## config.mk

```make
export PLATFORM = sky130hd
export DESIGN_NAME = regfile_mp
export DESIGN_NICKNAME = d
export VERILOG_FILES = /design/src/rtl/regfile_mp.sv
export SDC_FILE = /design/constraint.sdc
export NUM_CORES = 2
export LEC_CHECK = 0
export ABC_AREA = 1
export BUFFER_PORTS_ARGS = -buffer_cell sky130_fd_sc_hd__buf_2
export CAP_MARGIN = 20
export CORE_ASPECT_RATIO = 2
export CORE_MARGIN = 3
export CORE_UTILIZATION = 57
export DETAILED_ROUTE_END_ITERATION = 8
export PLACE_DENSITY = 0.72
export SETUP_SLACK_MARGIN = 0.4
export SLEW_MARGIN = 20
export SYNTH_ARGS = -nofsm -noshare
export SYNTH_HDL_FRONTEND = slang
export SYNTH_SLANG_ARGS = --single-unit
```

## constraint.sdc

```tcl
create_clock -name clk -period 7.68 [get_ports clk]
set_clock_uncertainty 0.15 [all_clocks]
set_input_delay 0.768 -clock clk [delete_from_list [all_inputs] [get_ports clk]]
set_output_delay 0.768 -clock clk [all_outputs]
set_load 0.05 [all_outputs]
```

## src/rtl/regfile_mp.sv

```systemverilog
// Multi-read-port register file with main, link and overflow-flag write paths,
// optional write-to-read bypass, and a sequential zero-scrub after reset or on
// request. While the scrub runs, ready is low, writes are ignored and all read
// ports return zero.
module regfile_mp #(
   parameter int unsigned DATA_W   = 32,
   parameter int unsigned ADDR_W   = 5,
   parameter int unsigned NUM_RD   = 2,
   parameter int unsigned LINK_REG = 31,
   parameter int unsigned FLAG_REG = 30,
   parameter int unsigned BYPASS   = 1
) (
   input  logic                       clk,
   input  logic                       reset,
   input  logic                       clr_req,
   input  logic                       wr_en,
   input  logic [ADDR_W-1:0]          wr_addr,
   input  logic [DATA_W-1:0]          wr_data,
   input  logic                       link_en,
   input  logic [DATA_W-1:0]          link_data,
   input  logic                       ovf,
   input  logic                       addr_err,
   input  logic [NUM_RD*ADDR_W-1:0]   rd_addr,
   output logic [NUM_RD*DATA_W-1:0]   rd_data,
   output logic                       ready,
   output logic                       ovf_flag
);

   localparam int unsigned       NUM_REGS = 2**ADDR_W;
   localparam logic [ADDR_W-1:0] LINK_A   = ADDR_W'(LINK_REG);
   localparam logic [ADDR_W-1:0] FLAG_A   = ADDR_W'(FLAG_REG);

   typedef enum logic {
      CLEAR,
      READY
   } state_t;

   state_t              state_q, state_d;
   logic [ADDR_W-1:0]   ptr_q, ptr_d;
   logic                ovf_flag_q, ovf_flag_d;
   logic [DATA_W-1:0]   regs_q [NUM_REGS];

   logic                active;
   logic                main_commit;
   logic                link_commit;
   logic                flag_commit;
   logic [NUM_REGS-1:0] hit;
   logic [DATA_W-1:0]   wval [NUM_REGS];
   logic [ADDR_W-1:0]   rd_a [NUM_RD];

   assign active      = (state_q == READY);
   assign main_commit = active & wr_en & ~ovf & ~addr_err & (wr_addr != '0);
   assign link_commit = active & link_en;
   assign flag_commit = active & ovf;
   assign ready       = active;
   assign ovf_flag    = ovf_flag_q;

   // Per-register write resolution: flag beats main beats link; register 0 never written.
   always_comb begin
      for (int unsigned i = 0; i < NUM_REGS; i++) begin
         hit[i]  = 1'b0;
         wval[i] = '0;
         if (i != 0) begin
            if (flag_commit && (FLAG_A == ADDR_W'(i))) begin
               hit[i]  = 1'b1;
               wval[i] = DATA_W'(1);
            end else if (main_commit && (wr_addr == ADDR_W'(i))) begin
               hit[i]  = 1'b1;
               wval[i] = wr_data;
            end else if (link_commit && (LINK_A == ADDR_W'(i))) begin
               hit[i]  = 1'b1;
               wval[i] = link_data;
            end
         end
      end
   end

   // Next-state logic for the scrub/ready controller and the registered flag bit.
   always_comb begin
      state_d    = state_q;
      ptr_d      = ptr_q;
      ovf_flag_d = ovf_flag_q;
      case (state_q)
         CLEAR: begin
            ovf_flag_d = 1'b0;
            ptr_d      = ptr_q + 1'b1;
            if (ptr_q == '1) begin
               state_d = READY;
               ptr_d   = '0;
            end
         end
         READY: begin
            if (clr_req) begin
               state_d    = CLEAR;
               ptr_d      = '0;
               ovf_flag_d = 1'b0;
            end else if (hit[FLAG_A]) begin
               ovf_flag_d = wval[FLAG_A][0];
            end else begin
               ovf_flag_d = regs_q[FLAG_A][0];
            end
         end
         default: begin
            state_d = CLEAR;
            ptr_d   = '0;
         end
      endcase
   end

   // Controller state register with synchronous active-low reset.
   always_ff @(posedge clk) begin
      if (!reset) begin
         state_q    <= CLEAR;
         ptr_q      <= '0;
         ovf_flag_q <= 1'b0;
      end else begin
         state_q    <= state_d;
         ptr_q      <= ptr_d;
         ovf_flag_q <= ovf_flag_d;
      end
   end

   // Storage: scrub zeroes one register per cycle; otherwise commit resolved writes.
   always_ff @(posedge clk) begin
      if (reset) begin
         for (int unsigned i = 0; i < NUM_REGS; i++) begin
            if ((state_q == CLEAR) && (ptr_q == ADDR_W'(i))) begin
               regs_q[i] <= '0;
            end else if (hit[i]) begin
               regs_q[i] <= wval[i];
            end
         end
      end
   end

   // Combinational read ports; zero while scrubbing or when addressing register 0.
   always_comb begin
      rd_data = '0;
      for (int unsigned k = 0; k < NUM_RD; k++) begin
         rd_a[k] = rd_addr[k*ADDR_W +: ADDR_W];
         if (active && (rd_a[k] != '0)) begin
            if ((BYPASS != 0) && hit[rd_a[k]]) begin
               rd_data[k*DATA_W +: DATA_W] = wval[rd_a[k]];
            end else begin
               rd_data[k*DATA_W +: DATA_W] = regs_q[rd_a[k]];
            end
         end
      end
   end

endmodule

```

==> summary.txt, run 1 <==
Synth
  • Part of the Yosys area used for sequential elements: 48.2%
  • Gate count after technology mapping: 7837
  • Primary FF master, synth: edfxtp_1
  • Mean Syn Cell Area: 7.93 sq um
  • Cell with the most instances after synthesis: nand2_1
  • Fraction of registers with async set/reset: 0%
  • List of most frequent post-synthesis cells: 1598 x nand2_1, 1386 x nor2_1, 992 x edfxtp_1
  • Post-synth top area cell: edfxtp_1
  • Count of yosys warnings during synthesis: 0
  • Top area cells in the synthesized netlist: edfxtp_1 48%, nand2_1 9.7%, nor2_1 8.4%
  • Distinct cells, synth: 64
  • Cell area after synthesis: 62100 sq um
  • Total nets after synthesis: 7929
  • Share of Yosys cell area claimed by the top area cell type: between 40% and 50%
  • Count of flip-flops with a built-in enable after synthesis: between 900 and 1000
  • Post-synthesis register bit count: 999

Clocking
  • Hold_buf cts: 0
  • Setup Buffers After CTS: 0
  • Clock tree buffer depth: 3
  • Number of H-tree levels: 3
  • Gates resized, CTS repair: 0
  • Clk root buf: clkbuf_16
  • Clock buffer count from CTS: 81
  • Number of sinks driven by the clock tree: roughly 1000

Status
  • Status: stopped before the end
  • Error that stopped the run: [ERROR GRT-0116] Global routing finished with congestion. Check the congestion regions in the DRC Viewer.
  • Stage at which the run stopped: 5_1_grt

Placement
  • Weighted congestion reported at the end of routability-driven placement: 1.18
  • Buffers added on ports: 151
  • HPWL reported at the end of detailed placement: 247000 microns

Floorplanning
  • Initial Utilization: 57.6%
  • Io pins: 152
  • Die Height: about 470 microns
  • Chip Width: 239 microns
  • # rows: 170

Global route
  • Overflow after GRT: 3
  • First-pass GRT wire length: approximately 570000 microns
  • Overall routing resource usage: 72.3%
  • Via count of the first global-routing pass: ~75000
  • Largest net degree at the start of global routing: about 140
## kinds of logic after synthesis
| kind of cell | synth area share [%] |
|---|---|
| simple gates | 25.9 |
| compound gates | 19.0 |
| buf+inv | 6.79 |
| flops | 48.2 |
| fa+ha+maj | 0.121 |
| xor+xnor | 0.0141 |
## through the flow
| step | setup WS, ns | area [sq um] | util, % | instances |
|---|---|---|---|---|
| CTS | 1.40 | 66600 | 61.8 | 9000 |
| detailed placement | 1.61 | 64000 | 59.3 | 8853 |
| global placement | 1.64 | 64000 | 59.3 | 8853 |
| floorplan | 3.46 | 62100 | - | 7837 |
## metal layers
layer | GRT usage [%] | overflow
met4 | 73.2 | 3
met1 | 72.2 | 0
met2 | 89.9 | 0
met5 | 25.3 | 0
met3 | 54.6 | 0
==> run 2, diff against run 1 <==
--- a/config.mk
+++ b/config.mk
@@ -8,12 +8,10 @@
 export ABC_AREA = 1
 export BUFFER_PORTS_ARGS = -buffer_cell sky130_fd_sc_hd__buf_2
 export CAP_MARGIN = 20
-export CORE_ASPECT_RATIO = 2
 export CORE_MARGIN = 3
-export CORE_UTILIZATION = 57
+export CORE_UTILIZATION = 40
 export DETAILED_ROUTE_END_ITERATION = 8
-export PLACE_DENSITY = 0.72
-export SETUP_SLACK_MARGIN = 0.4
+export PLACE_DENSITY_LB_ADDON = 0.15
 export SLEW_MARGIN = 20
 export SYNTH_ARGS = -nofsm -noshare
 export SYNTH_HDL_FRONTEND = slang
==> run 2 against run 1 <==
Area after synthesis unchanged. Synthesized cell count unchanged. The run now ends clean.
==> summary.txt, run 2 <==
Global route
  • Overflow after GRT: 0
  • Via count of the first global-routing pass: 59767
  • Overall routing resource usage: 45.7%
  • First-pass GRT wire length: 507000 microns
  • Initial antenna violation count: 39
  • Largest net degree at the start of global routing: 116

Synth
  • Cell with the most instances after synthesis: nand2_1
  • Part of the Yosys area used for sequential elements: 48.2% (unchanged)
  • Cell area after synthesis: 62100 sq um (unchanged)
  • Distinct cells, synth: 64 (unchanged)
  • List of most frequent post-synthesis cells: 1598 x nand2_1, 1386 x nor2_1, 992 x edfxtp_1
  • Post-synthesis register bit count: 999 (unchanged)
  • Primary FF master, synth: edfxtp_1
  • Count of yosys warnings during synthesis: 0 (unchanged)
  • Fraction of registers with async set/reset: 0% (unchanged)
  • Mean Syn Cell Area: 7.93 sq um (unchanged)
  • Post-synth top area cell: edfxtp_1
  • Total nets after synthesis: 7929 (unchanged)
  • Count of flip-flops with a built-in enable after synthesis: 992 (unchanged)
  • Share of Yosys cell area claimed by the top area cell type: 47.9% (unchanged)
  • Gate count after technology mapping: 7837 (unchanged)
  • Top area cells in the synthesized netlist: edfxtp_1 48%, nand2_1 9.7%, nor2_1 8.4%

Pwr
  • Portion of total power attributed to sequential cells: 43.7%
  • Power density over cell area: about 200 nW/um^2
  • Gate power share: 16.8%
  • Total power draw: 13.6 mW
  • Static power due to leakage: 25.1 nW
  • Maximum resistive drop on vdd: roughly 0.17 mV
  • Sw Ratio: 31.1%
  • Clock Power Share: 39.5%
  • Switching power: 4.22 mW
  • Cell internal power dissipation: 9.36 mW

Critical path
  • List of cells traversed by the critical path: nand2_4, nor2_8, nand2_2, inv_2, nand2_2, nand2_1, nand2_1, nand2_1, nand2_1, nand2_2, nand3_1, nand3_2, nand2_4, nand3_1, nand2_1, nor2_1, buf_2
  • Type of the setup path with the least slack: flop to primary output
  • CP dominant cell by count: nand2_1
  • Worst Path Max Fanout: 36
  • Nature of the critical path endpoint: primary output
  • Arrival time at the worst endpoint: 5.38 ns
  • Critical-path cell with the highest stage delay: dfxtp_1
  • Critical Path Max Stage Delay: 0.66 ns
  • CP Data Required Time: 6.76 ns
  • Type of element launching the critical path: flop

Routing
  • Number of vias after detailed routing: 66630
  • Residual antenna-violating net count after detailed routing: 0
  • Via density per instance: 6.83
  • Starting DRC count in detailed routing: 12245
  • Number of detailed-routing iterations run before antenna repair: 7
  • Final wirelength: 378000 microns
  • Post-route DRC: 0
  • Mean routed wirelength per cell: 38.8 microns

STA
  • Number of hold violations in the final report: 0
  • Post-Route Setup TNS: 0 ns
  • Number of pins with negative max-slew slack in the final report: 0
  • Min cycle time layout: 6.29 ns
  • Final clock period utilization by the worst path: between 80% and 90%
  • Setup repair after global routing missed its margin: no
  • Transition at the pin with the smallest max-transition slack: 1.41 ns
  • Setup violation total in the final timing report: 0
  • Tightest slew margin relative to the limit: under 10%
  • Maximum frequency from static timing analysis: around 0.16 GHz

Layout
  • Leading cell type in the layout, fill and taps excluded: nand2_1
  • Most frequent cells in the layout: 1578 x nand2_1, 1377 x nor2_1, 992 x edfxtp_1
  • Final #Nets: 7698
  • Sequential cell area: 29900 sq um
  • Final standard cell area without fillers: 68600 sq um
  • Flip-flop count of the largest register, all copies and words added: 992
  • Register with the highest flop count: regs_q
  • Area delta synth->final: 10.4%
  • Number of fill cells in the layout: 15523
  • Share of post-route cells with drive strength above 1: 9.95%
  • Biggest regs: regs_q x992, ptr_q x5
  • Combined area of the multi-input logic cells: 28200 sq um

Floorplanning
  • # rows: 144 (-15%)
  • Chip Width: 400 microns (+67%)
  • Die Height: 400 microns (-15%)
  • Initial Utilization: 40.3% (-17 points)
  • Io pins: 152 (unchanged)
  • Placeable core region: 154000 sq um
  • Floorplan die area: ~160000 sq um

Job
  • Number of maximum-capacitance constraint violations: 0

Status
  • Status: finished, final reports clean

Placement
  • Weighted congestion reported at the end of routability-driven placement: 1.09 (-7.7%)
  • DP Area: 65000 sq um (+1.5%)
  • HPWL reported at the end of detailed placement: 244000 microns (-1.3%)
  • Buffers added on ports: 151 (unchanged)

Clocking
  • Clock buffer count from CTS: 112 (+38%)
  • Clock tree buffer depth: 3 (unchanged)
  • Clk root buf: clkbuf_16
  • CTS tree: yes
  • Number of H-tree levels: 3 (unchanged)
  • Setup Buffers After CTS: 0 (unchanged)
  • Source-to-sink clock delay at the later pin of the worst-skew pair: 0.75 ns
  • Gates resized, CTS repair: 0 (unchanged)
  • Number of sinks driven by the clock tree: 999 (unchanged)
  • Clock slew at reported path FFs: 0.07 ns
  • Hold_buf cts: 0 (unchanged)

Hold path
  • Class of the tightest hold or removal check: primary input to flop
==> run 2: cell counts after synthesis <==
No cell type changed its count.
==> run 2: cell type report <==
| type | count | share of cell area, % |
|---|---|---|
| flip-flops and latches | 999 | 43.6 |
| well taps | 2044 | 3.73 |
| inverters | 315 | 1.80 |
| repair buffers | 411 | 4.49 |
| clock inverters | 67 | 0.923 |
| multi-input cells | 5767 | 41.2 |
| clock buffers | 137 | 4.22 |
| diodes | 12 | 0.0438 |
==> run 2: cells by family after synthesis <==
group | count (synthesis) | share of synthesized area, %
xor+xnor | 1 | 0.0141
flops | 999 | 48.2
buf+inv | 1071 | 6.79
simple gates | 3851 | 25.9
compound gates | 1909 | 19.0
fa+ha+maj | 6 | 0.121
==> run 2: power by group through the flow <==
stage	clock [mW]	sequential, mW	combinational [mW]
2_1_floorplan	0	6.05	1.05
3_3_place_gp	0	6.05	2.10
3_5_place_dp	0	6.05	2.10
4_1_cts	5.37	5.94	2.10
5_1_grt	5.58	5.94	2.27
6_report	5.36	5.94	2.28
==> run 2: metal layers <==
layer | routed length, microns | track usage, % | part of all wire [%] | vias to the layer above
met2 | 148000 | 61.9 | 39 | 5979
li1 | - | - | - | 27114
met1 | 138000 | 59.4 | 36 | 32383
met3 | 61400 | 18.8 | 16 | 1122
met5 | 238 | 0 | 0.063 | -
met4 | 30700 | 29.9 | 8.1 | 32
==> run 2: critical path: cells and delay by family (launching register included) <==
kind	cells	cell delay, ns
simple gates	15	3.06
buf+inv	2	0.84
flops	1	0.66
==> run 2: per-stage QoR <==
step | utilization (%) | hold slack [ns] | worst slack, ns | std cells
2_1_floorplan | - | 0.360 | 3.46 | 7837
3_5_place_dp | 42.1 | 0.401 | 1.66 | 9530
6_report | 44.5 | 0.349 | 1.39 | 9752
3_3_place_gp | 42.1 | 0.384 | 1.68 | 9530
4_1_cts | 44.4 | 0.301 | 1.61 | 9734
5_1_grt | 44.5 | 0.350 | 1.28 | 9743
==> run 2: final timing paths <==
path,slack [ns],cells past startpoint,to,from
setup reg to reg,3.42,7,regs_q[15][23],ready
setup / recovery,1.39,17,rd_data[22],ready
hold reg to reg,0.41,2,ptr_q[4],ptr_q[4]
hold / removal,0.35,5,regs_q[31][22],link_data[22]
No activity file was read; power rests on OpenSTA's default activity.
